`config.mk`:
```
export PLATFORM = sky130hd
export DESIGN_NAME = glb_pe_gen2_flat
export DESIGN_NICKNAME = d
export VERILOG_FILES = /design/src/rtl/glb_pe_gen2_if.sv /design/src/rtl/glb_pe_gen2.sv /design/src/flat_wrapper.sv
export SDC_FILE = /design/constraint.sdc
export NUM_CORES = 1
export LEC_CHECK = 0
export ABC_AREA = 1
export CORE_MARGIN = 3
export CORE_UTILIZATION = 56
export CTS_CLUSTER_SIZE = 8
export DETAILED_ROUTE_END_ITERATION = 10
export PLACE_DENSITY = 0.77
export SETUP_SLACK_MARGIN = 0.05
export SLEW_MARGIN = 20
export SYNTH_ARGS = -nofsm -noshare
export SYNTH_HDL_FRONTEND = slang
export SYNTH_SLANG_ARGS = --single-unit
```
`constraint.sdc`:
```
create_clock -name clk -period 5.8 [get_ports clk]
set_input_delay 1.16 -clock clk [delete_from_list [all_inputs] [get_ports clk]]
set_output_delay 1.16 -clock clk [all_outputs]
set_load 0.02 [all_outputs]
```
`src/rtl/glb_pe_gen2_if.sv`:
```
`default_nettype none
// ============================================================================
// glb_pe_gen2_if : multicast operand bus (valid/ready, column tag, operands)
// Revision 1.0 - initial release
// ============================================================================
interface glb_pe_gen2_if #(
  parameter int DATA_WIDTH = 16,
  parameter int TAGW       = 3
);
  logic                  bus_valid;
  logic                  bus_ready;
  logic [TAGW-1:0]       bus_tag;
  logic [DATA_WIDTH-1:0] bus_ifmap;
  logic [DATA_WIDTH-1:0] bus_weight;

  modport master (output bus_valid, bus_tag, bus_ifmap, bus_weight, input bus_ready);
  modport slave  (input bus_valid, bus_tag, bus_ifmap, bus_weight, output bus_ready);
endinterface
`default_nettype wire

```
`src/rtl/glb_pe_gen2.sv`:
```
`default_nettype none
// ============================================================================
// glb_pe_gen2 : tagged multicast PE - operand FIFO feeding a signed MAC
//               that emits one partial sum per kernel_len operand pairs.
// Optional macro: GLB_PE_GEN2_SAT_EN (saturating accumulator; wraps if undefined)
// Revision 1.0 - initial release
// ============================================================================
module glb_pe_gen2 #(
  parameter int DATA_WIDTH  = 16,
  parameter int NUM_COL     = 4,
  parameter int FIFO_DEPTH  = 8,
  parameter int PSUM_WIDTH  = 32,
  localparam int TAGW       = $clog2(NUM_COL) + 1,
  localparam int CNTW       = $clog2(FIFO_DEPTH) + 1
) (
  input  logic                  clk,
  input  logic                  rstn,
  input  logic [TAGW-1:0]       tag_in,
  input  logic                  tag_load,
  input  logic                  tag_clear,
  output logic                  tag_lock,
  glb_pe_gen2_if.slave          bus,
  input  logic                  external,
  input  logic [7:0]            kernel_len,
  input  logic                  psum_in_valid,
  output logic                  psum_in_ready,
  input  logic [PSUM_WIDTH-1:0] psum_in_data,
  output logic                  psum_out_valid,
  input  logic                  psum_out_ready,
  output logic [PSUM_WIDTH-1:0] psum_out_data,
  output logic [CNTW-1:0]       fifo_count
);

  localparam int AW = $clog2(FIFO_DEPTH);
  localparam int PW = 2 * DATA_WIDTH;

  typedef enum logic [1:0] {IDLE = 2'd0, SEED = 2'd1, MAC = 2'd2, OUT = 2'd3} state_t;

  state_t                  state;
  logic [TAGW-1:0]         tag_q;
  logic [PW-1:0]           mem [FIFO_DEPTH];
  logic [AW-1:0]           wr_ptr;
  logic [AW-1:0]           rd_ptr;
  logic [CNTW-1:0]         count;
  logic [7:0]              klen;
  logic [7:0]              cnt;
  logic [PSUM_WIDTH-1:0]   acc;
  logic [PSUM_WIDTH-1:0]   acc_next;
  logic                    ready;
  logic                    fifo_full;
  logic                    fifo_empty;
  logic                    tag_hit;
  logic                    push;
  logic                    pop;
  logic signed [DATA_WIDTH-1:0] op_a;
  logic signed [DATA_WIDTH-1:0] op_b;
  logic signed [PW-1:0]         prod;
  logic [PSUM_WIDTH-1:0]        prod_ext;

  assign fifo_full     = (count == CNTW'(FIFO_DEPTH));
  assign fifo_empty    = (count == '0);
  assign ready         = tag_lock & ~fifo_full;
  assign bus.bus_ready = ready;
  assign tag_hit       = (bus.bus_tag == tag_q) || (&bus.bus_tag);
  assign push          = bus.bus_valid & ready & tag_hit;
  assign pop           = (state == MAC) & ~fifo_empty;
  assign fifo_count    = count;
  assign psum_out_data = acc;

  always_ff @(posedge clk or negedge rstn) begin
    if (!rstn) begin
      tag_lock <= 1'b0;
      tag_q    <= '0;
    end else if (tag_clear) begin
      tag_lock <= 1'b0;
    end else if (tag_load && !tag_lock) begin
      tag_q    <= tag_in;
      tag_lock <= 1'b1;
    end
  end

  // Storage is not reset: clearing the pointers and count discards it.
  always_ff @(posedge clk) begin
    if (push) mem[wr_ptr] <= {bus.bus_ifmap, bus.bus_weight};
  end

  always_ff @(posedge clk or negedge rstn) begin
    if (!rstn) begin
      wr_ptr <= '0;
      rd_ptr <= '0;
      count  <= '0;
    end else begin
      if (push) wr_ptr <= wr_ptr + 1'b1;
      if (pop)  rd_ptr <= rd_ptr + 1'b1;
      if (push && !pop)      count <= count + 1'b1;
      else if (pop && !push) count <= count - 1'b1;
    end
  end

  assign {op_a, op_b} = mem[rd_ptr];
  assign prod         = op_a * op_b;
  assign prod_ext     = {{(PSUM_WIDTH-PW){prod[PW-1]}}, prod};

`ifdef GLB_PE_GEN2_SAT_EN
  localparam logic [PSUM_WIDTH-1:0] PSUM_MAX = {1'b0, {(PSUM_WIDTH-1){1'b1}}};
  localparam logic [PSUM_WIDTH-1:0] PSUM_MIN = {1'b1, {(PSUM_WIDTH-1){1'b0}}};
  logic [PSUM_WIDTH:0] sum;
  // One guard bit: top two bits disagree exactly when the signed add overflowed.
  assign sum      = {acc[PSUM_WIDTH-1], acc} + {prod_ext[PSUM_WIDTH-1], prod_ext};
  assign acc_next = (sum[PSUM_WIDTH] == sum[PSUM_WIDTH-1]) ? sum[PSUM_WIDTH-1:0]
                  : (sum[PSUM_WIDTH] ? PSUM_MIN : PSUM_MAX);
`else
  assign acc_next = acc + prod_ext;
`endif

  always_ff @(posedge clk or negedge rstn) begin
    if (!rstn) begin
      state          <= IDLE;
      acc            <= '0;
      cnt            <= '0;
      klen           <= 8'd1;
      psum_in_ready  <= 1'b0;
      psum_out_valid <= 1'b0;
    end else begin
      case (state)
        IDLE: begin
          if (!fifo_empty) begin
            klen <= (kernel_len == 8'd0) ? 8'd1 : kernel_len;
            cnt  <= '0;
            if (external) begin
              psum_in_ready <= 1'b1;
              state         <= SEED;
            end else begin
              acc   <= '0;
              state <= MAC;
            end
          end
        end
        SEED: begin
          if (psum_in_valid) begin
            acc           <= psum_in_data;
            cnt           <= '0;
            psum_in_ready <= 1'b0;
            state         <= MAC;
          end
        end
        MAC: begin
          if (pop) begin
            acc <= acc_next;
            cnt <= cnt + 8'd1;
            if (cnt == klen - 8'd1) begin
              psum_out_valid <= 1'b1;
              state          <= OUT;
            end
          end
        end
        OUT: begin
          if (psum_out_ready) begin
            psum_out_valid <= 1'b0;
            state          <= IDLE;
          end
        end
        default: state <= IDLE;
      endcase
    end
  end

endmodule
`default_nettype wire

```
`src/flat_wrapper.sv`:
```
// flat-port wrapper written by rule: the top's interface ports become plain ports
module glb_pe_gen2_flat 
#(
  parameter int DATA_WIDTH  = 16,
  parameter int NUM_COL     = 4,
  parameter int FIFO_DEPTH  = 8,
  parameter int PSUM_WIDTH  = 32,
  localparam int TAGW       = $clog2(NUM_COL) + 1,
  localparam int CNTW       = $clog2(FIFO_DEPTH) + 1
)
  (clk, rstn, tag_in, tag_load, tag_clear, tag_lock, external, kernel_len, psum_in_valid, psum_in_ready, psum_in_data, psum_out_valid, psum_out_ready, psum_out_data, fifo_count, bus_bus_valid, bus_bus_tag, bus_bus_ifmap, bus_bus_weight, bus_bus_ready);
  glb_pe_gen2_if #(.DATA_WIDTH(DATA_WIDTH), .TAGW(TAGW)) bus_i ();
  input  logic clk;
  input  logic rstn;
  input  logic [TAGW-1:0] tag_in;
  input  logic tag_load;
  input  logic tag_clear;
  output logic tag_lock;
  input  logic external;
  input  logic [7:0] kernel_len;
  input  logic psum_in_valid;
  output logic psum_in_ready;
  input  logic [PSUM_WIDTH-1:0] psum_in_data;
  output logic psum_out_valid;
  input  logic psum_out_ready;
  output logic [PSUM_WIDTH-1:0] psum_out_data;
  output logic [CNTW-1:0] fifo_count;
  input wire logic [$bits(bus_i.bus_valid)-1:0] bus_bus_valid;
  input wire logic [$bits(bus_i.bus_tag)-1:0] bus_bus_tag;
  input wire logic [$bits(bus_i.bus_ifmap)-1:0] bus_bus_ifmap;
  input wire logic [$bits(bus_i.bus_weight)-1:0] bus_bus_weight;
  output wire logic [$bits(bus_i.bus_ready)-1:0] bus_bus_ready;
  assign bus_i.bus_valid = bus_bus_valid;
  assign bus_i.bus_tag = bus_bus_tag;
  assign bus_i.bus_ifmap = bus_bus_ifmap;
  assign bus_i.bus_weight = bus_bus_weight;
  assign bus_bus_ready = bus_i.bus_ready;
  glb_pe_gen2 #(.DATA_WIDTH(DATA_WIDTH), .NUM_COL(NUM_COL), .FIFO_DEPTH(FIFO_DEPTH), .PSUM_WIDTH(PSUM_WIDTH)) u_core (.clk(clk), .rstn(rstn), .tag_in(tag_in), .tag_load(tag_load), .tag_clear(tag_clear), .tag_lock(tag_lock), .bus(bus_i), .external(external), .kernel_len(kernel_len), .psum_in_valid(psum_in_valid), .psum_in_ready(psum_in_ready), .psum_in_data(psum_in_data), .psum_out_valid(psum_out_valid), .psum_out_ready(psum_out_ready), .psum_out_data(psum_out_data), .fifo_count(fifo_count));
endmodule
```
Word level (Yosys, flattened, before mapping)
Memory sizes are Yosys's and may differ from the RTL's.
Index checks and enable logic that the tools add are counted.
W data, S select, Z words.

cells by class
  bitwise gates (word level) = 7
  shift-type cells = 0
  $mul = 1
  reductions and logical operators = 23
  div/mod/pow operators = 0
  eq/ne operators = 13
  mux-type cells = 31
  $add $sub $neg = 7
  order comparisons = 0

operators with widths
  kind                   number
  $mux W32               4
  $pmux W32 S3           1
  $add A32 B32 Y32       1
  $mul A16 B16 Y32       1
  $mux W8                4
  $pmux W8 S3            1
  $mux W2                6
  $ne A2 B2 Y1 const B   6
  $reduce_and A4 Y1      3
  $mux W1                10
  $reduce_and A5 Y1      2
  $add A8 B1 Y8 const B  1
  $eq A8 B8 Y1           1
  $logic_not A8 Y1       1
  $mux W4                2
  $pmux W2 S4            1
  $reduce_bool A2 Y1     4
  $sub A8 B1 Y8 const B  1
  $add A3 B1 Y3 const B  2
  $add A4 B1 Y4 const B  1
  $and A1 B1 Y1          4
  $eq A2 B2 Y1 const B   2
  $eq A4 B4 Y1 const B   1
  $logic_not A4 Y1       1
  13 further kinds       21

word-level totals
  memory bits (writable) = 256
  ROM bits = 0
  memories = 1
  bits in latches = 0
  output and inout bits = 40
  logic and storage cells = 94
  bits of input ports = 86
  register bits after elaboration = 66

memories
  name        words  bits a word  read ports  clocked after Yosys merged registers in  wr ports  RTL line           RTL
  u_core.mem  8      32           1           0                                        1         glb_pe_gen2.sv:41  logic [PW-1:0] mem [FIFO_DEPTH];

Logic depth before layout (Yosys ltp)
Gate-level depths: netlist (run 1).

  word-level depth = 9
  gate-level depth with buffers = 36
  mapped depth without buffers = 33

Worst setup path after synthesis (run 1)
Ideal clock, no wire load.

  path type = reg-to-reg
  start point = reg u_core.rd_ptr[0]
  end point = reg u_core.acc[29] (netlist: u_core.psum_out_data[29])
  data required time = 5684 ps
  slack = -463 ps
  path buffers = 3
  period minus slack after synthesis = 6263 ps
  cell stages (with the launch flop) = 32
  library setup time = 116 ps
  arrival time = 6147 ps
  cells stage by stage = dfrtp_1 > inv_2 > buf_6 > buf_6 > buf_2 > nor2_1 > o22ai_1 > inv_1 > o21ai_4 > nand2_1 > fa_1 > fa_1 > inv_1 > fa_1 > inv_1 > fa_1 > inv_1 > fa_1 > inv_1 > fa_1 > inv_1 > ha_1 > nand2_1 > nor2_1 > nand2_1 > or2_2 > nand3_1 > nand2_1 > nand3_1 > nand2_1 > nand2_1 > nand2_1

on the way
  cells in the longest elaborated chain, start to end = 5

RTL lines
  item                    RTL line            RTL
  start, declared         glb_pe_gen2.sv:43   logic [AW-1:0] rd_ptr;
  start signal, assigned  glb_pe_gen2.sv:94   if (pop) rd_ptr <= rd_ptr + 1'b1;
  $mem_v2 Z8 W32          n/a
  $mul A16 B16 Y32        glb_pe_gen2.sv:101  assign prod = op_a * op_b;
  $add A32 B32 Y32        glb_pe_gen2.sv:113  assign acc_next = acc + prod_ext;
  $mux W32                glb_pe_gen2.sv:148  if (pop) begin
  $pmux W32 S3            glb_pe_gen2.sv:125  case (state)
  end signal, assigned    glb_pe_gen2.sv:141  acc <= psum_in_data;
  end signal, assigned    glb_pe_gen2.sv:149  acc <= acc_next;
  end, declared           glb_pe_gen2.sv:47   logic [PSUM_WIDTH-1:0] acc;

Every way passes these cells. The select of a mux whose other input is x is not followed.
A chain may end at the register's enable or synchronous reset.

Worst setup path after layout (run 1)
  start point = reg u_core.rd_ptr[0]
  end point = reg u_core.acc[24] (netlist: u_core.psum_out_data[24])

Same word-level chain as after synthesis.

==> flow_summary.toml, run 1 <==
[synthesis]
synthCells = 2560
syn_area_um2 = 24800
synth_area_leaders = "edfxtp_1 31%, fa_1 24%, inv_1 7.1%"
yosysWarnings = 0
async_flop_share = 0.205
yosys.cell_types.count = 52
seq_area_frac_synth = 0.376
syn_nets = 3048
synth_edf_count = 256
synthFlopType = "edfxtp_1"
ys_ff_latch = 322
syn_area_per_cell_um2 = 9.70
synth_top_area_share = 0.310
synth_largest_area_cell = "edfxtp_1"

[critical_path]
critPathLaunchType = "flip-flop"
cp.arrival_ps = 7310
cpMostUsedCell = "nand2_1"
slowest_stage = "dfrtp_4"
cp.required_ps = 6260
cp_top_family = "adder cells"
end_kind = "flip-flop"
crit_type = "reg -> reg"
path_buf_inv = 10
slowest_delay_ps = 550
path_max_fanout = 7

[route]
drc = 0
vias = 20500
ant_nets = 0
drt_iter0_drc = 2373
vias_per_cell = 5.66
routedWlPerCell_um = 20.7
drt_first_pass_iters = 9
drt_wl_total_um = 75100

[sta]
fin_ws_ps = -1050
setup_viol = 24
finalHoldViolCount = 0
fin_crit_sh = 1.18
fin_crit_ps = 6850
fin_setup_tns_ps = -19870
finalMaxSlewViolations = 0
worst_pin_slew_ps = 991
finClkSkew_ps = 37.1
fmax_ghz = 0.146
whs_ps = 487
slew_headroom = 0.340
rsz0062_at_grt = "true"

[floorplanning]
core-area_um2 = 43500
io_pins = 126
dieHeight_um = 217
die_x_um = 217
start_util = 0.572
rows = 76
dieArea_um2 = 46900

[clock_tree]
h-tree-depth = 2
holdBufCountCts = 0
cts.sinks = 322
clkSlewWorstSetupHoldPaths_ps = 50
cts_root_buf = "clkbuf_16"
cts_tree = "built"
clk_latency_ps = 600
cts_max_path_buffers = 3
cts_buffers = 46

[layout]
final_layout_size_suffix_gt1_frac = 0.266
syn_to_final_growth_pct = 32.4
multi_input_area_um2 = 14800
num-fill-cells = 2756
seq_area_um2 = 9350
nNetsFinal = 3501
antennaDiodeCount = 0

[grt]
grt_pass1_vias = 21700
grt-ovfl-total = 0
grt_use_total = 0.309
grt_max_degree = 67
antenna_found_initial = 0
grt_pass1_wl_um = 114000

[place]
port_buffers = 125
dp_hpwl_um = 50600
pre_cts_slack_ps = -1260
gp_congestion = 0.946

[worst_hold_path]
min_path_type = "reg -> reg"

[status]
violations = "negative setup slack"
status = "finished, violations left"

[run]
maxCapViolations = 0
## timing repair
| action | 4_1_cts | 5_1_grt |
|---|---|---|
| setup buffers | 36 | 38 |
| gates cloned | 4 | 4 |
| gates resized for setup | 242 | 184 |
| pin swaps | 70 | 101 |
| endpoints found under the hold margin | 0 | 0 |
| endpoints found under the setup margin | 25 | 26 |
## synth_stat cells, types with 44 or more instances
cell type	n
nand2_1	430
nand3_1	54
ha_1	109
o21ai_0	173
fa_1	293
nor2_1	323
inv_1	467
o22ai_1	60
dfrtp_1	65
a21oi_1	50
edfxtp_1	256
buf_2	44
## routing by layer
metal	global-route usage	wire length (µm)
met3	0.0593	6530
met5	0	0
met2	0.527	37400
met4	0.100	3230
met1	0.401	28000
## registers in the layout, indices dropped and copies added, names as in the netlist, 2 cells and up
signal	count
u_core.cnt	8
u_core.fifo_count	4
u_core.klen	8
u_core.mem	256
u_core.psum_out_data	32
u_core.rd_ptr	3
u_core.state	2
u_core.tag_q	3
u_core.wr_ptr	3
## worst paths after layout
path / endpoint / cells past startpoint / slack [ps] / from
max: u_core.psum_out_data[24]$_DFFE_PN0P_ / 34 / -1050 / u_core.rd_ptr[0]$_DFFE_PN0P_
min: u_core.psum_in_ready$_DFFE_PN0P_ / 2 / 490 / u_core.psum_in_ready$_DFFE_PN0P_
max reg2reg: u_core.psum_out_data[24]$_DFFE_PN0P_ / 34 / -1050 / u_core.rd_ptr[0]$_DFFE_PN0P_
min reg2reg: u_core.psum_in_ready$_DFFE_PN0P_ / 2 / 490 / u_core.psum_in_ready$_DFFE_PN0P_
max in group asynchronous: u_core.rd_ptr[0]$_DFFE_PN0P_ / 1 / 4320 / rstn
min in group asynchronous: u_core.klen[6]$_DFFE_PN0P_ / 1 / 740 / rstn
## placed cells by master (no fill, tap or decap), drive strengths merged, types with 2 or more instances in the layout
| cell type | instances |
|---|---|
| a21o | 7 |
| a21oi | 54 |
| a22o | 17 |
| a31oi | 2 |
| and2 | 2 |
| and3 | 2 |
| buf | 359 |
| bufbuf | 2 |
| clkbuf | 77 |
| clkdlybuf4s50 | 124 |
| clkinv | 4 |
| clkinvlp | 2 |
| dfrtp | 65 |
| edfxtp | 256 |
| fa | 293 |
| ha | 109 |
| inv | 487 |
| mux2 | 3 |
| nand2 | 434 |
| nand3 | 54 |
| nand3b | 2 |
| nand4 | 10 |
| nor2 | 329 |
| nor3 | 21 |
| nor3b | 3 |
| nor4 | 4 |
| o21a | 4 |
| o21ai | 213 |
| o21bai | 2 |
| o22ai | 60 |
| or2 | 5 |
| xnor2 | 12 |
| xor2 | 17 |
## through the flow
step / utilization / instance area, µm² / instances
floorplan: - / 25400 / 2560
global placement: 0.674 / 29300 / 3469
detailed placement: 0.674 / 29300 / 3470
CTS: 0.733 / 31900 / 3587
global route: 0.757 / 32900 / 3627
finish: 0.757 / 32900 / 3627
## final cells by class
type	instances	area share
clock buffers	73	0.0384
clock inverters	4	0.00255
inverters	489	0.0580
multi-input cells	1665	0.450
flip-flops and latches	322	0.284
well taps	585	0.0223
repair buffers	489	0.145
## worst min-delay path: stages, from the launching register on
cell	delay (ps)
dfrtp_1	340
nand2_1	50
o21ai_0	60
## cell families (layout without fill, tap and decap cells)
family	after synthesis	count (layout)	share of synthesized area
multiplexers	3	3	0.00136
buffers and inverters	573	1055	0.0924
adder cells (fa/ha/maj)	402	402	0.291
AND/OR/NAND/NOR	867	867	0.141
AO/OA/AOI/OAI	364	364	0.0880
flip-flops	322	322	0.376
XOR/XNOR	29	29	0.0102
Power of run 1 is not shown: default switching activity piles up to over one toggle a cycle in this logic, so the estimate is an artifact.
==> run 2: changes to the inputs <==
==> constraint.sdc (replaced) <==
create_clock -name clk -period 5.8 [get_ports clk]
set_input_delay 0.58 -clock clk [delete_from_list [all_inputs] [get_ports clk]]
set_output_delay 0.58 -clock clk [all_outputs]
set_load 0.02 [all_outputs]
==> run 2 against run 1 <==
  * The run still ends with negative setup slack left
  * Setup slack got worse by 48 ps
  * Register-to-register slack got worse by 50 ps
  * Die area unchanged
  * Wire length decreased by 4.2%
  * Sequential share of layout area increased by 0.67 points
  * Hold slack got worse by 350 ps
  * Critical path type unchanged
==> flow_summary.toml, run 2 (synthesis gave the netlist of run 1 again) <==
[route]
routed-wl-met3_um = 6520
drt_iter0_drc = 2090
ant_nets = 0
vias_per_cell = 5.61
wl_met2_um = 35700
vias = 20200
drt_wl_total_um = 72000
drc = 0
drt_first_pass_iters = 8
routedWlPerCell_um = 20.0
met1_length_um = 26900
highest_layer = "met4"

[sta]
fin_crit_sh = 1.19
finalHoldViolCount = 0
finClkSkew_ps = 27.7
fin_crit_ps = 6890
fmax_ghz = 0.145
finalMaxSlewViolations = 0
setup_viol = 25
fin_ws_ps = -1090
rsz0062_at_grt = "true"
slew_headroom = 0.355
worst_pin_slew_ps = 968

[layout]
mostFrequentLayoutCell = "inv_1"
most-common-layout-cells = "436 x inv_1, 397 x nand2_1, 282 x fa_1, 272 x buf_4, 267 x nor2_1"
fin_area_um2 = 32100
antennaDiodeCount = 0
top_register = "u_core.mem"
nNetsFinal = 3474
largest_register_ffs = 256
final_layout_size_suffix_gt1_frac = 0.227
layout.cells.non_filler = 3596
syn_to_final_growth_pct = 29.4
final_util = 0.739

[clock_tree]
clkSlewWorstSetupHoldPaths_ps = 50
clk_latency_ps = 590
cts_root_buf = "clkbuf_16"
cts_tree = "built"
cts.sinks = 322
cts_max_path_buffers = 3
holdBufCountCts = 0
cts_buffers = 46
h-tree-depth = 2

[place]
place_inst = 3469
pre_cts_slack_ps = -1220
port_buffers = 125
place_area_um2 = 29300
gp_congestion = 0.946
dp_hpwl_um = 50200

[critical_path]
path_max_fanout = 18
end_kind = "flip-flop"
cp.required_ps = 6320
reg2reg_slack_ps = -1090
crit_type = "reg -> reg"
cp.arrival_ps = 7410
r2r-start = "u_core.rd_ptr[0]$_DFFE_PN0P_"
critPathLaunchType = "flip-flop"
rr_worst_depth = 27
r2r-end = "u_core.psum_out_data[20]$_DFFE_PN0P_"

[worst_hold_path]
min_path_type = "in -> async"

[floorplanning]
dieHeight_um = 217
io_pins = 126
die_x_um = 217
start_util = 0.572
core-area_um2 = 43500
rows = 76
dieArea_um2 = 46900

[status]
violations = "negative setup slack"
status = "finished, violations left"

[grt]
grt_pass1_wl_um = 112000
grt_pass1_vias = 21400
grt-ovfl-total = 0
grt_max_degree = 67
grt_use_total = 0.306
antenna_found_initial = 0

[run]
maxCapViolations = 0
==> run 2: how the worst max path moves through the flow <==
stage	start	end	slack, ps	cells after the start
2_1_floorplan	u_core.rd_ptr[0]$_DFFE_PN0P_	u_core.psum_out_data[30]$_DFFE_PN0P_	-190	35
3_3_place_gp	u_core.rd_ptr[0]$_DFFE_PN0P_	u_core.psum_out_data[28]$_DFFE_PN0P_	-1170	31
3_5_place_dp	u_core.rd_ptr[0]$_DFFE_PN0P_	u_core.psum_out_data[28]$_DFFE_PN0P_	-1220	31
4_1_cts	u_core.rd_ptr[0]$_DFFE_PN0P_	u_core.psum_out_data[28]$_DFFE_PN0P_	-800	29
5_1_grt	u_core.rd_ptr[0]$_DFFE_PN0P_	u_core.psum_out_data[30]$_DFFE_PN0P_	-1220	31
6_report	u_core.rd_ptr[0]$_DFFE_PN0P_	u_core.psum_out_data[20]$_DFFE_PN0P_	-1090	27
==> run 2: final cells by class <==
cell class	instances	area, µm²
Clock buffer	70	1270
Multi-Input combinational cell	1665	14400
Tap cell	585	732
Inverter	489	1900
Fill cell	2849	11300
Sequential cell	322	9350
Timing Repair Buffer	462	4410
Clock inverter	3	65.1
==> run 2: per-layer routing <==
metal	global-route usage	vias to the layer above
met4	0.123	0
li1	-	8985
met2	0.518	1005
met1	0.390	9954
met5	0	-
met3	0.0613	224
==> run 2: critical path: stages (launching register included) <==
cell and delay [ps]:
dfrtp_4 550, buf_4 190, bufbuf_16 290, o21ai_0 540, o22ai_1 190, inv_1 130
o21ai_4 100, nor2_1 140, fa_1 440, fa_1 460, fa_1 550, fa_1 450
fa_1 510, inv_1 50, fa_1 470, inv_1 60, ha_4 280, buf_4 100
nand2_2 70, nor2_4 140, inv_2 60, nor2_4 110, nand4_1 220, buf_4 220
nand4_1 90, nand3_1 130, a21oi_2 150, a21o_1 110
==> run 2: metrics by stage <==
step,setup TNS [ps],hold WS (ps)
CTS,-15600,181
detailed placement,-18470,479
finish,-21210,141
global route,-25840,207
floorplan,-1060,284
global placement,-16640,468
==> run 2: timing repair <==
item / CTS / global route
buffers inserted: 29 / 17
resized for setup: 122 / 157
pin swaps: 24 / 48
setup endpoints to repair: 25 / 25
gates cloned: 5 / 3
Power of run 2 is left out for the same reason.
